==> config.mk <==
export PLATFORM = sky130hd
export DESIGN_NAME = pci_cfg_arb
export DESIGN_NICKNAME = d
export VERILOG_FILES = /design/src/rtl/pci_pkg.sv /design/src/rtl/pci_cfg_rr_arb.sv /design/src/rtl/pci_cfg_arb.sv
export SDC_FILE = /design/constraint.sdc
export NUM_CORES = 1
export LEC_CHECK = 0
export ABC_AREA = 1
export CAP_MARGIN = 20
export CORE_MARGIN = 1
export CORE_UTILIZATION = 42
export DETAILED_ROUTE_END_ITERATION = 10
export GPL_ROUTABILITY_DRIVEN = 0
export GPL_TIMING_DRIVEN = 1
export PLACE_DENSITY = 0.89
export SLEW_MARGIN = 20
export SYNTH_ARGS = -nofsm -noshare
export SYNTH_HDL_FRONTEND = slang
export SYNTH_SLANG_ARGS = --single-unit
==> constraint.sdc <==
create_clock -name clk -period 1.3 [get_ports clk]
set_clock_uncertainty 0.05 [all_clocks]
set_input_delay 0.13 -clock clk [delete_from_list [all_inputs] [get_ports clk]]
set_output_delay 0.13 -clock clk [all_outputs]
set_load 0.02 [all_outputs]
==> src/rtl/pci_pkg.sv <==
// Shared types and constants for the PCI config-space arbiter.
// Consumers: pci_cfg_arb (top) and pci_cfg_rr_arb (round-robin picker).
package pci_pkg;

    localparam int unsigned CFG_OFFSET_W        = 6;
    localparam int unsigned CFG_DATA_W          = 32;
    localparam int unsigned CFG_BE_W            = 4;
    localparam int unsigned CFG_TIMEOUT_DEFAULT = 16;

    typedef enum logic [1:0] {
        ST_IDLE   = 2'd0,
        ST_ACTIVE = 2'd1,
        ST_DONE   = 2'd2
    } cfg_state_t;

    // One latched config-space access as presented on the cfg_* port.
    typedef struct packed {
        logic                    iswrite;
        logic [CFG_OFFSET_W-1:0] offset;
        logic [CFG_DATA_W-1:0]   write_val;
        logic [CFG_BE_W-1:0]     be;
    } cfg_acc_t;

endpackage

==> src/rtl/pci_cfg_rr_arb.sv <==
// Two-way round-robin picker: a lone request wins, on a tie the last winner loses.
module pci_cfg_rr_arb
    import pci_pkg::*;
(
    input  logic [1:0] i_req,
    input  logic       i_last,
    output logic [1:0] o_grant_c
);

    always_comb begin
        o_grant_c = 2'b00;
        case (i_req)
            2'b01:   o_grant_c = 2'b01;
            2'b10:   o_grant_c = 2'b10;
            2'b11:   o_grant_c = i_last ? 2'b01 : 2'b10;
            default: o_grant_c = 2'b00;
        endcase
    end

endmodule

==> src/rtl/pci_cfg_arb.sv <==
// Arbitrates two requesters onto one config-space access port (IDLE/ACTIVE/DONE).
// Optional watchdog abort is built when PCI_CFG_ARB_TIMEOUT_EN is defined.
module pci_cfg_arb
    import pci_pkg::*;
#(
    parameter int unsigned TIMEOUT_CYCLES = CFG_TIMEOUT_DEFAULT
) (
    input  logic                    clk,
    input  logic                    rst,

    input  logic                    r0_req,
    input  logic                    r0_iswrite,
    input  logic [CFG_OFFSET_W-1:0] r0_offset,
    input  logic [CFG_DATA_W-1:0]   r0_write_val,
    input  logic [CFG_BE_W-1:0]     r0_be,
    output logic [CFG_DATA_W-1:0]   r0_read_val,
    output logic                    r0_done,
    output logic                    r0_w_err,

    input  logic                    r1_req,
    input  logic                    r1_iswrite,
    input  logic [CFG_OFFSET_W-1:0] r1_offset,
    input  logic [CFG_DATA_W-1:0]   r1_write_val,
    input  logic [CFG_BE_W-1:0]     r1_be,
    output logic [CFG_DATA_W-1:0]   r1_read_val,
    output logic                    r1_done,
    output logic                    r1_w_err,

    output logic                    cfg_enable,
    output logic                    cfg_iswrite,
    output logic [CFG_OFFSET_W-1:0] cfg_offset,
    output logic [CFG_DATA_W-1:0]   cfg_write_val,
    output logic [CFG_BE_W-1:0]     cfg_be,
    input  logic [CFG_DATA_W-1:0]   cfg_read_val,
    input  logic                    cfg_done,
    input  logic                    cfg_w_err,

    output logic [1:0]              grant,
    output logic                    timeout
);

    cfg_state_t              r_state;
    cfg_acc_t                r_acc;
    logic                    r_cfg_enable;
    logic [1:0]              r_grant;
    logic                    r_owner;
    logic                    r_last;
    logic [CFG_DATA_W-1:0]   r_r0_read_val;
    logic [CFG_DATA_W-1:0]   r_r1_read_val;
    logic                    r_r0_done;
    logic                    r_r1_done;
    logic                    r_r0_w_err;
    logic                    r_r1_w_err;

    logic [1:0]              w_grant_c;
    cfg_acc_t                w_sel_acc;
    logic                    w_cfg_hit;
    logic                    w_to_hit;
    logic                    w_fin;
    logic [CFG_DATA_W-1:0]   w_fin_val;
    logic                    w_fin_err;

    pci_cfg_rr_arb u_rr_arb (
        .i_req     ({r1_req, r0_req}),
        .i_last    (r_last),
        .o_grant_c (w_grant_c)
    );

    assign w_sel_acc = w_grant_c[1] ? cfg_acc_t'{r1_iswrite, r1_offset, r1_write_val, r1_be}
                                    : cfg_acc_t'{r0_iswrite, r0_offset, r0_write_val, r0_be};

    // A watchdog abort completes like a normal access but with all-ones data and an error.
    assign w_cfg_hit = (r_state == ST_ACTIVE) && cfg_done;
    assign w_fin     = w_cfg_hit || w_to_hit;
    assign w_fin_val = w_to_hit ? {CFG_DATA_W{1'b1}} : cfg_read_val;
    assign w_fin_err = w_to_hit || cfg_w_err;

`ifdef PCI_CFG_ARB_TIMEOUT_EN
    localparam int unsigned CNT_W = $clog2(TIMEOUT_CYCLES + 1);

    logic [CNT_W-1:0] r_to_cnt;
    logic             r_timeout;

    // cfg_done on the limit cycle wins over the abort.
    assign w_to_hit = (r_state == ST_ACTIVE) && !cfg_done
                      && (r_to_cnt == CNT_W'(TIMEOUT_CYCLES - 1));

    always_ff @(posedge clk) begin
        if (!rst) begin
            r_to_cnt  <= '0;
            r_timeout <= 1'b0;
        end else begin
            r_timeout <= w_to_hit;
            if (r_state == ST_ACTIVE) begin
                r_to_cnt <= r_to_cnt + CNT_W'(1);
            end else begin
                r_to_cnt <= '0;
            end
        end
    end

    assign timeout = r_timeout;
`else
    logic w_unused_timeout_cfg;

    assign w_unused_timeout_cfg = ^(32'(TIMEOUT_CYCLES));
    assign w_to_hit             = 1'b0;
    assign timeout              = 1'b0;
`endif

    always_ff @(posedge clk) begin
        if (!rst) begin
            r_state       <= ST_IDLE;
            r_acc         <= '0;
            r_cfg_enable  <= 1'b0;
            r_grant       <= 2'b00;
            r_owner       <= 1'b0;
            r_last        <= 1'b1;
            r_r0_read_val <= '0;
            r_r1_read_val <= '0;
            r_r0_done     <= 1'b0;
            r_r1_done     <= 1'b0;
            r_r0_w_err    <= 1'b0;
            r_r1_w_err    <= 1'b0;
        end else begin
            case (r_state)
                ST_IDLE: begin
                    if (|w_grant_c) begin
                        r_acc        <= w_sel_acc;
                        r_cfg_enable <= 1'b1;
                        r_grant      <= w_grant_c;
                        r_owner      <= w_grant_c[1];
                        r_last       <= w_grant_c[1];
                        r_state      <= ST_ACTIVE;
                    end
                end
                ST_ACTIVE: begin
                    if (w_fin) begin
                        r_cfg_enable <= 1'b0;
                        r_state      <= ST_DONE;
                        if (r_owner) begin
                            r_r1_read_val <= w_fin_val;
                            r_r1_w_err    <= w_fin_err;
                            r_r1_done     <= 1'b1;
                        end else begin
                            r_r0_read_val <= w_fin_val;
                            r_r0_w_err    <= w_fin_err;
                            r_r0_done     <= 1'b1;
                        end
                    end
                end
                ST_DONE: begin
                    r_r0_done <= 1'b0;
                    r_r1_done <= 1'b0;
                    r_grant   <= 2'b00;
                    r_state   <= ST_IDLE;
                end
                default: r_state <= ST_IDLE;
            endcase
        end
    end

    assign cfg_enable    = r_cfg_enable;
    assign cfg_iswrite   = r_acc.iswrite;
    assign cfg_offset    = r_acc.offset;
    assign cfg_write_val = r_acc.write_val;
    assign cfg_be        = r_acc.be;
    assign grant         = r_grant;
    assign r0_read_val   = r_r0_read_val;
    assign r1_read_val   = r_r1_read_val;
    assign r0_done       = r_r0_done;
    assign r1_done       = r_r1_done;
    assign r0_w_err      = r_r0_w_err;
    assign r1_w_err      = r_r1_w_err;

endmodule

==> impl_metrics.json <==
{
  "root_buffer": "clkbuf_16",
  "numPortBuffers": 237,
  "hold_ws_ns": 0.0489,
  "cts_tree": "built",
  "numCtsBuffers": 17,
  "clockBufferDepth": 2,
  "row_count": 41,
  "fp.dieW_um": 116,
  "final-hold-violation-count": 0,
  "cpPeakStageDelay_ns": 0.35,
  "finalCriticalPeriod_ns": 1.28,
  "via_per_inst": 4.91,
  "end_kind": "output pin",
  "gr-usage-all-layers_pct": 24.9,
  "ir_worst_vdd_uv": 792,
  "core-area_um2": 12600,
  "initial_utilization_pct": 43.2,
  "grt_overflow_total": 0,
  "antenna_found_initial": 0,
  "dp_hpwl_um": 11700,
  "rsz0062_at_grt": "yes",
  "powerDensity_nw_per_um2": 1270,
  "synth_nets": 955,
  "critPathRequiredTime_ns": 1.12,
  "ys_types": 18,
  "fin_nets": 1177,
  "drtIter0Drc": 569,
  "drv_cap": 0,
  "period_share_pct": 98.3,
  "max_freq_ghz": 0.782,
  "netlist_area_um2": 5450,
  "area_delta_synth_final_pct": 57.9,
  "yosysTopAreaCell": "dfxtp_1",
  "timing.critical_path.from_type": "flip-flop",
  "drc": 0,
  "leakagePower_nw": 4.15,
  "grt.busiest_layer": "met2",
  "synth-seq-cells": 118,
  "htreeDepth": 4,
  "io_pins": 239,
  "firstDrtPassIters": 5,
  "die_h_um": 116,
  "gr-usage-met2_pct": 43.9,
  "final_layout_size_suffix_gt1_share_pct": 7.42,
  "cp_num_buf_inv": 1,
  "dpl_cell_area_um2": 8000,
  "hold_path_class": "input port to flip-flop",
  "synthCells": 831,
  "grt_start_max_net_pins": 59,
  "nFillCells": 1083,
  "outcome": "finished, final reports clean",
  "synth.avg_cell_area_um2": 6.56,
  "crit_slowest_cell": "dfxtp_1",
  "cp_max_fo": 2,
  "ys_seq_area_share_pct": 43.3,
  "yosysTopAreaCellShare_pct": 43.3,
  "synthTopCellsByArea": "dfxtp_1 (43%), nand2_1 (17%), nor2_1 (11%)",
  "die_area_um2": 13400,
  "setup_violations": 0,
  "clock-sinks": 118,
  "ant_nets": 0,
  "cp_data_arrival_time_ns": 1.10,
  "fin_area_um2": 8610,
  "clk_pin_slew_worst_paths_ns": 0.06,
  "routed_wirelength_um": 17300,
  "insertion_delay_ns": 0.40,
  "synth_warnings": 0,
  "wl_per_cell_um": 14.0,
  "crit_type": "flip-flop to output pin",
  "crit_family": "flip-flops",
  "grt_pass1_wl_um": 25900,
  "fin_tns_setup_ns": 0,
  "grt_pass1_vias": 5450,
  "gr-usage-met1_pct": 28.0,
  "use_met3_pct": 5.75,
  "finalMaxSlewViolations": 0,
  "vias": 6076,
  "worstPathCellList": "dlygate4sd2_1",
  "diodes": 0
}
## worst paths after layout
check                               startpoint                        endpoint  slack [ns]  depth (start not counted)
setup / recovery   r0_read_val[6]$_SDFFE_PN0P_                  r0_read_val[6]        0.02                          1
hold / removal                             rst  cfg_write_val[23]$_SDFFE_PN0P_        0.05                          3
setup reg to reg       r_state[0]$_SDFFE_PN0P_    r0_read_val[18]$_SDFFE_PN0P_        0.05                          7
hold reg to reg   r1_read_val[25]$_SDFFE_PN0P_    r1_read_val[25]$_SDFFE_PN0P_        0.41                          2
## registers in the layout, summed over array words and instances (netlist names), 2 cells and up
| name | count |
|---|---|
| r1_read_val | 32 |
| grant | 2 |
| cfg_be | 4 |
| r_state | 2 |
| r0_read_val | 32 |
| cfg_offset | 6 |
| cfg_write_val | 32 |
## final cells by class
class                           count  area [um2]  share of cell area (%)
Clock buffer                       23         478                    5.55
Clock inverter                      8        75.1                   0.872
Inverter                           85         319                    3.70
Multi-Input combinational cell    563        2440                    28.3
Sequential cell                   118        2370                    27.5
Tap cell                          172         215                    2.50
Timing Repair Buffer              268        2720                    31.6
## cells in the mapped netlist
library cell	count
a21oi_1	40
buf_1	1
buf_2	32
buf_4	6
buf_6	7
clkbuf_1	19
conb_1	1
dfxtp_1	118
inv_1	84
inv_2	1
nand2_1	249
nand2_2	1
nand3_1	49
nand4_1	66
nand4_2	1
nor2_1	153
nor2_2	2
nor2_4	1
## where the power goes
part           switching (mW)  internal, mW  leakage [nW]
Clock                    1.62          2.76         0.261
Combinational            1.39          1.12          2.92
Sequential              0.143          3.89         0.969
## placed cells by master, fill, tap and decap left out
| master | instances |
|---|---|
| nand2_1 | 247 |
| nor2_1 | 153 |
| clkdlybuf4s50_1 | 121 |
| dfxtp_1 | 115 |
| inv_1 | 83 |
| dlygate4sd2_1 | 72 |
| nand4_1 | 66 |
| nand3_1 | 48 |
| a21oi_1 | 39 |
| clkdlybuf4s15_1 | 38 |
| clkbuf_16 | 21 |
| buf_4 | 13 |
| buf_12 | 11 |
| clkinvlp_4 | 4 |
| clkbuf_2 | 4 |
| clkbuf_8 | 3 |
| clkinv_2 | 3 |
| clkbuf_1 | 3 |
| inv_2 | 2 |
| nor2_4 | 2 |
| nand2_2 | 2 |
| buf_2 | 2 |
| buf_6 | 2 |
| dfxtp_2 | 2 |
| nand3_2 | 1 |
| nor2_2 | 1 |
| nand2_4 | 1 |
| nand4_2 | 1 |
| a21oi_2 | 1 |
| conb_1 | 1 |
| bufinv_16 | 1 |
| buf_16 | 1 |
| dfxtp_4 | 1 |
## metrics by stage
| stage | util [%] | instances | worst slack (ns) | power [mW] |
|---|---|---|---|---|
| 3_5_place_dp | 63.4 | 1201 | -0.288 | 6.65 |
| 3_3_place_gp | 63.4 | 1201 | -0.241 | 6.60 |
| 2_1_floorplan | - | 831 | 0.147 | 5.47 |
| 4_1_cts | 66.8 | 1232 | 0.00282 | 10.8 |
| 6_report | 68.3 | 1237 | 0.0217 | 10.9 |
| 5_1_grt | 68.3 | 1237 | -0.0198 | 11.4 |
## routing by layer
| metal | vias to the layer above | part of all wire [%] |
|---|---|---|
| met5 | - | 0 |
| met4 | 0 | 3.9 |
| met3 | 62 | 6.0 |
| met2 | 264 | 50 |
| met1 | 2704 | 40 |
| li1 | 3046 | - |
## repair_timing
action	in CTS	in global routing
buffers inserted	0	1
setup endpoints to repair	128	135
pin swaps	0	2
gates resized for setup	120	56
gates cloned	0	4
hold buffers	0	0
## kinds of logic (layout without fill, tap and decap cells)
kind of cell	count (synthesis)	count (layout)	synth area share, %
AND/OR/NAND/NOR	522	522	40.5
buffers and inverters	150	384	12.4
flip-flops	118	118	43.3
AO/OA/AOI/OAI	40	40	3.67
other	1	1	0.0688
(Power assumes the default switching activity.)
==> variant (same flow settings) <==
Change the package constant `CFG_DATA_W` from 32 to 64.
--- a/src/rtl/pci_pkg.sv
+++ b/src/rtl/pci_pkg.sv
@@ -3,7 +3,7 @@
 package pci_pkg;
 
     localparam int unsigned CFG_OFFSET_W        = 6;
-    localparam int unsigned CFG_DATA_W          = 32;
+    localparam int unsigned CFG_DATA_W          = 64;
     localparam int unsigned CFG_BE_W            = 4;
     localparam int unsigned CFG_TIMEOUT_DEFAULT = 16;
 
Interface: changed (6 resized); port bits go from 239 to 431. No check against the original RTL was run, so the function may have changed too.
==> variant against the original RTL <==
Total power up 75%. Wire length is 140% higher. Register-to-register slack got worse by 190 ps. Cell area increased by 80%. Sequential cell count up 96. Die area increased by 79%. Worst setup slack lost 160 ps. Sequential power is 82% higher. The run now ends with setup timing left. Count of clock-buffer cells in the layout is 12 higher. Area after synthesis rose by 80%. Worst hold slack better by 130 ps. Fmax decreased by 11%.
==> variant: results (changes against the original RTL) <==
| Metric | Value |
|---|---|
| Worst vdd ir | 0.799 mV (+0.83%) |
| Worst Slack Setup Final | -139 ps (-161 ps) |
| LEAKAGE | 7.47 nW (+80%) |
| DP Area | 14600 um2 (+82%) |
| Vias in the first global route | 10849 (+99%) |
| Met2 Use GR | 52.1% (+8.2 points) |
| Final hold vios | 0 (unchanged) |
| Met1 GRT Util | 31.7% (+3.7 points) |
| Top FF cell, synth | dfxtp_1 |
| Via density | 5.31 (+8.0%) |
| Setup WS pre-CTS | -327 ps (-39.5 ps) |
| Top post-synthesis cells by area | dfxtp_1, nand2_1, nor2_1, nand4_1, inv_1 |
| Number of library cell types mapped by synthesis | 16 (-2) |
| Commonest cells post-synth | nand2_1, nor2_1, dfxtp_1 |
| Met3 Resource Use GR | 8.05% (+2.3 points) |
| NumNets Final | 2136 (+81%) |
| Setup TNS Final | -4840 ps (-4840 ps) |
| Layout cells sized above 1 | 23.0% (+16 points) |
| First DRT Iteration DRCs | 1146 (+100%) |
| Fillers | 1749 (+61%) |
| H-tree depth | 1 (-3) |
| Clock tree buffer depth | 3 (+1) |
| Post-DP HPWL | 24.9 mm (+110%) |
| Sw Share | 30.7% (+1.8 points) |
| First-pass GRT wire length | 56.4 mm (+120%) |
| Final-report setup violation count | 126 (+126) |
| Sequential fraction of the synthesis area | 43.5% (+0.22 points) |
| Worst EP arrival | 1820 ps (+720 ps) |
| Cts bufs inserted | 24 (+7) |
| Setup crit start | r_state[1] |
| GRT Util Overall | 29.6% (+4.7 points) |
| Failing checks | setup timing |
| Clock latency at the later pin of the worst-skew pair | 510 ps (+110 ps) |
| Beginning of the worst hold path | r1_req |
| CP max FO | 6 (+4) |
| DR WL/cell | 18.1 um (+29%) |
| Initial antenna violation count | 6 (+6) |
| Clock-pin slew on the worst setup and hold paths | 60 ps (about the same) |
| IO Port Bufs | 429 (+81%) |
| Largest net degree at the start of global routing | 61 (+3.4%) |
| Post-Syn Nets | 1718 (+80%) |
| Status | finished with violations |
## variant: cells by family after synthesis
| group | synth area share, % |
|---|---|
| flip-flops | 43.5 |
| other | 0.0381 |
| AND/OR/NAND/NOR | 40.2 |
| buffers and inverters | 12.5 |
| AO/OA/AOI/OAI | 3.66 |
## variant: final timing paths
kind / endpoint / slack (ps) / depth (start not counted)
worst max-delay path: r0_read_val[23] / -140 / 8
worst min-delay path: cfg_write_val[22] / 170 / 6
worst max register to register: r0_read_val[23] / -140 / 8
worst min register to register: r1_read_val[25] / 410 / 2
## variant: cell type report
| cell class | count | share of cell area (%) |
|---|---|---|
| timing repair buffer | 516 | 30.5 |
| clock inverter | 7 | 0.566 |
| multi-input combinational | 1011 | 30.4 |
| tap | 313 | 2.53 |
| inverter | 149 | 3.64 |
| antenna | 7 | 0.113 |
| clock buffer | 35 | 4.48 |
| sequential | 214 | 27.7 |
## variant: what timing repair did
| item | in CTS | in global routing |
|---|---|---|
| endpoints found under the setup margin | 372 | 232 |
| hold buffers | 2 | 0 |
| cloned | 8 | 14 |
| pin swaps | 12 | 37 |
| buffers inserted | 6 | 4 |
| gates resized for setup | 832 | 175 |
| hold endpoints to repair | 15 | 0 |
## variant: critical path: stages, from the launching register on
cell and delay (ps):
dfxtp_2 330, buf_6 130, inv_4 60, nand3_4 70
nor2_4 160, buf_8 170, buf_12 140, nor2_2 50
nor2_1 180
## variant: power groups by stage
stage          Clock, W  Combinational [W]  Sequential [W]
6_report        0.00685            0.00490         0.00732
5_1_grt         0.00719            0.00524         0.00737
3_3_place_gp          0            0.00461         0.00741
4_1_cts         0.00688            0.00458         0.00730
3_5_place_dp          0            0.00469         0.00743
2_1_floorplan         0            0.00188         0.00796
## variant: stage by stage
step,std cells,utilization (%)
floorplan,1498,-
global placement,2171,64.0
detailed placement,2171,64.0
CTS,2229,66.0
global route,2252,68.0
finish,2252,68.0
## variant: per-layer routing
metal,share of wire [%],wire [um]
met5,0,0
met4,7.0,2870
met3,11,4480
met2,48,19700
met1,34,13800
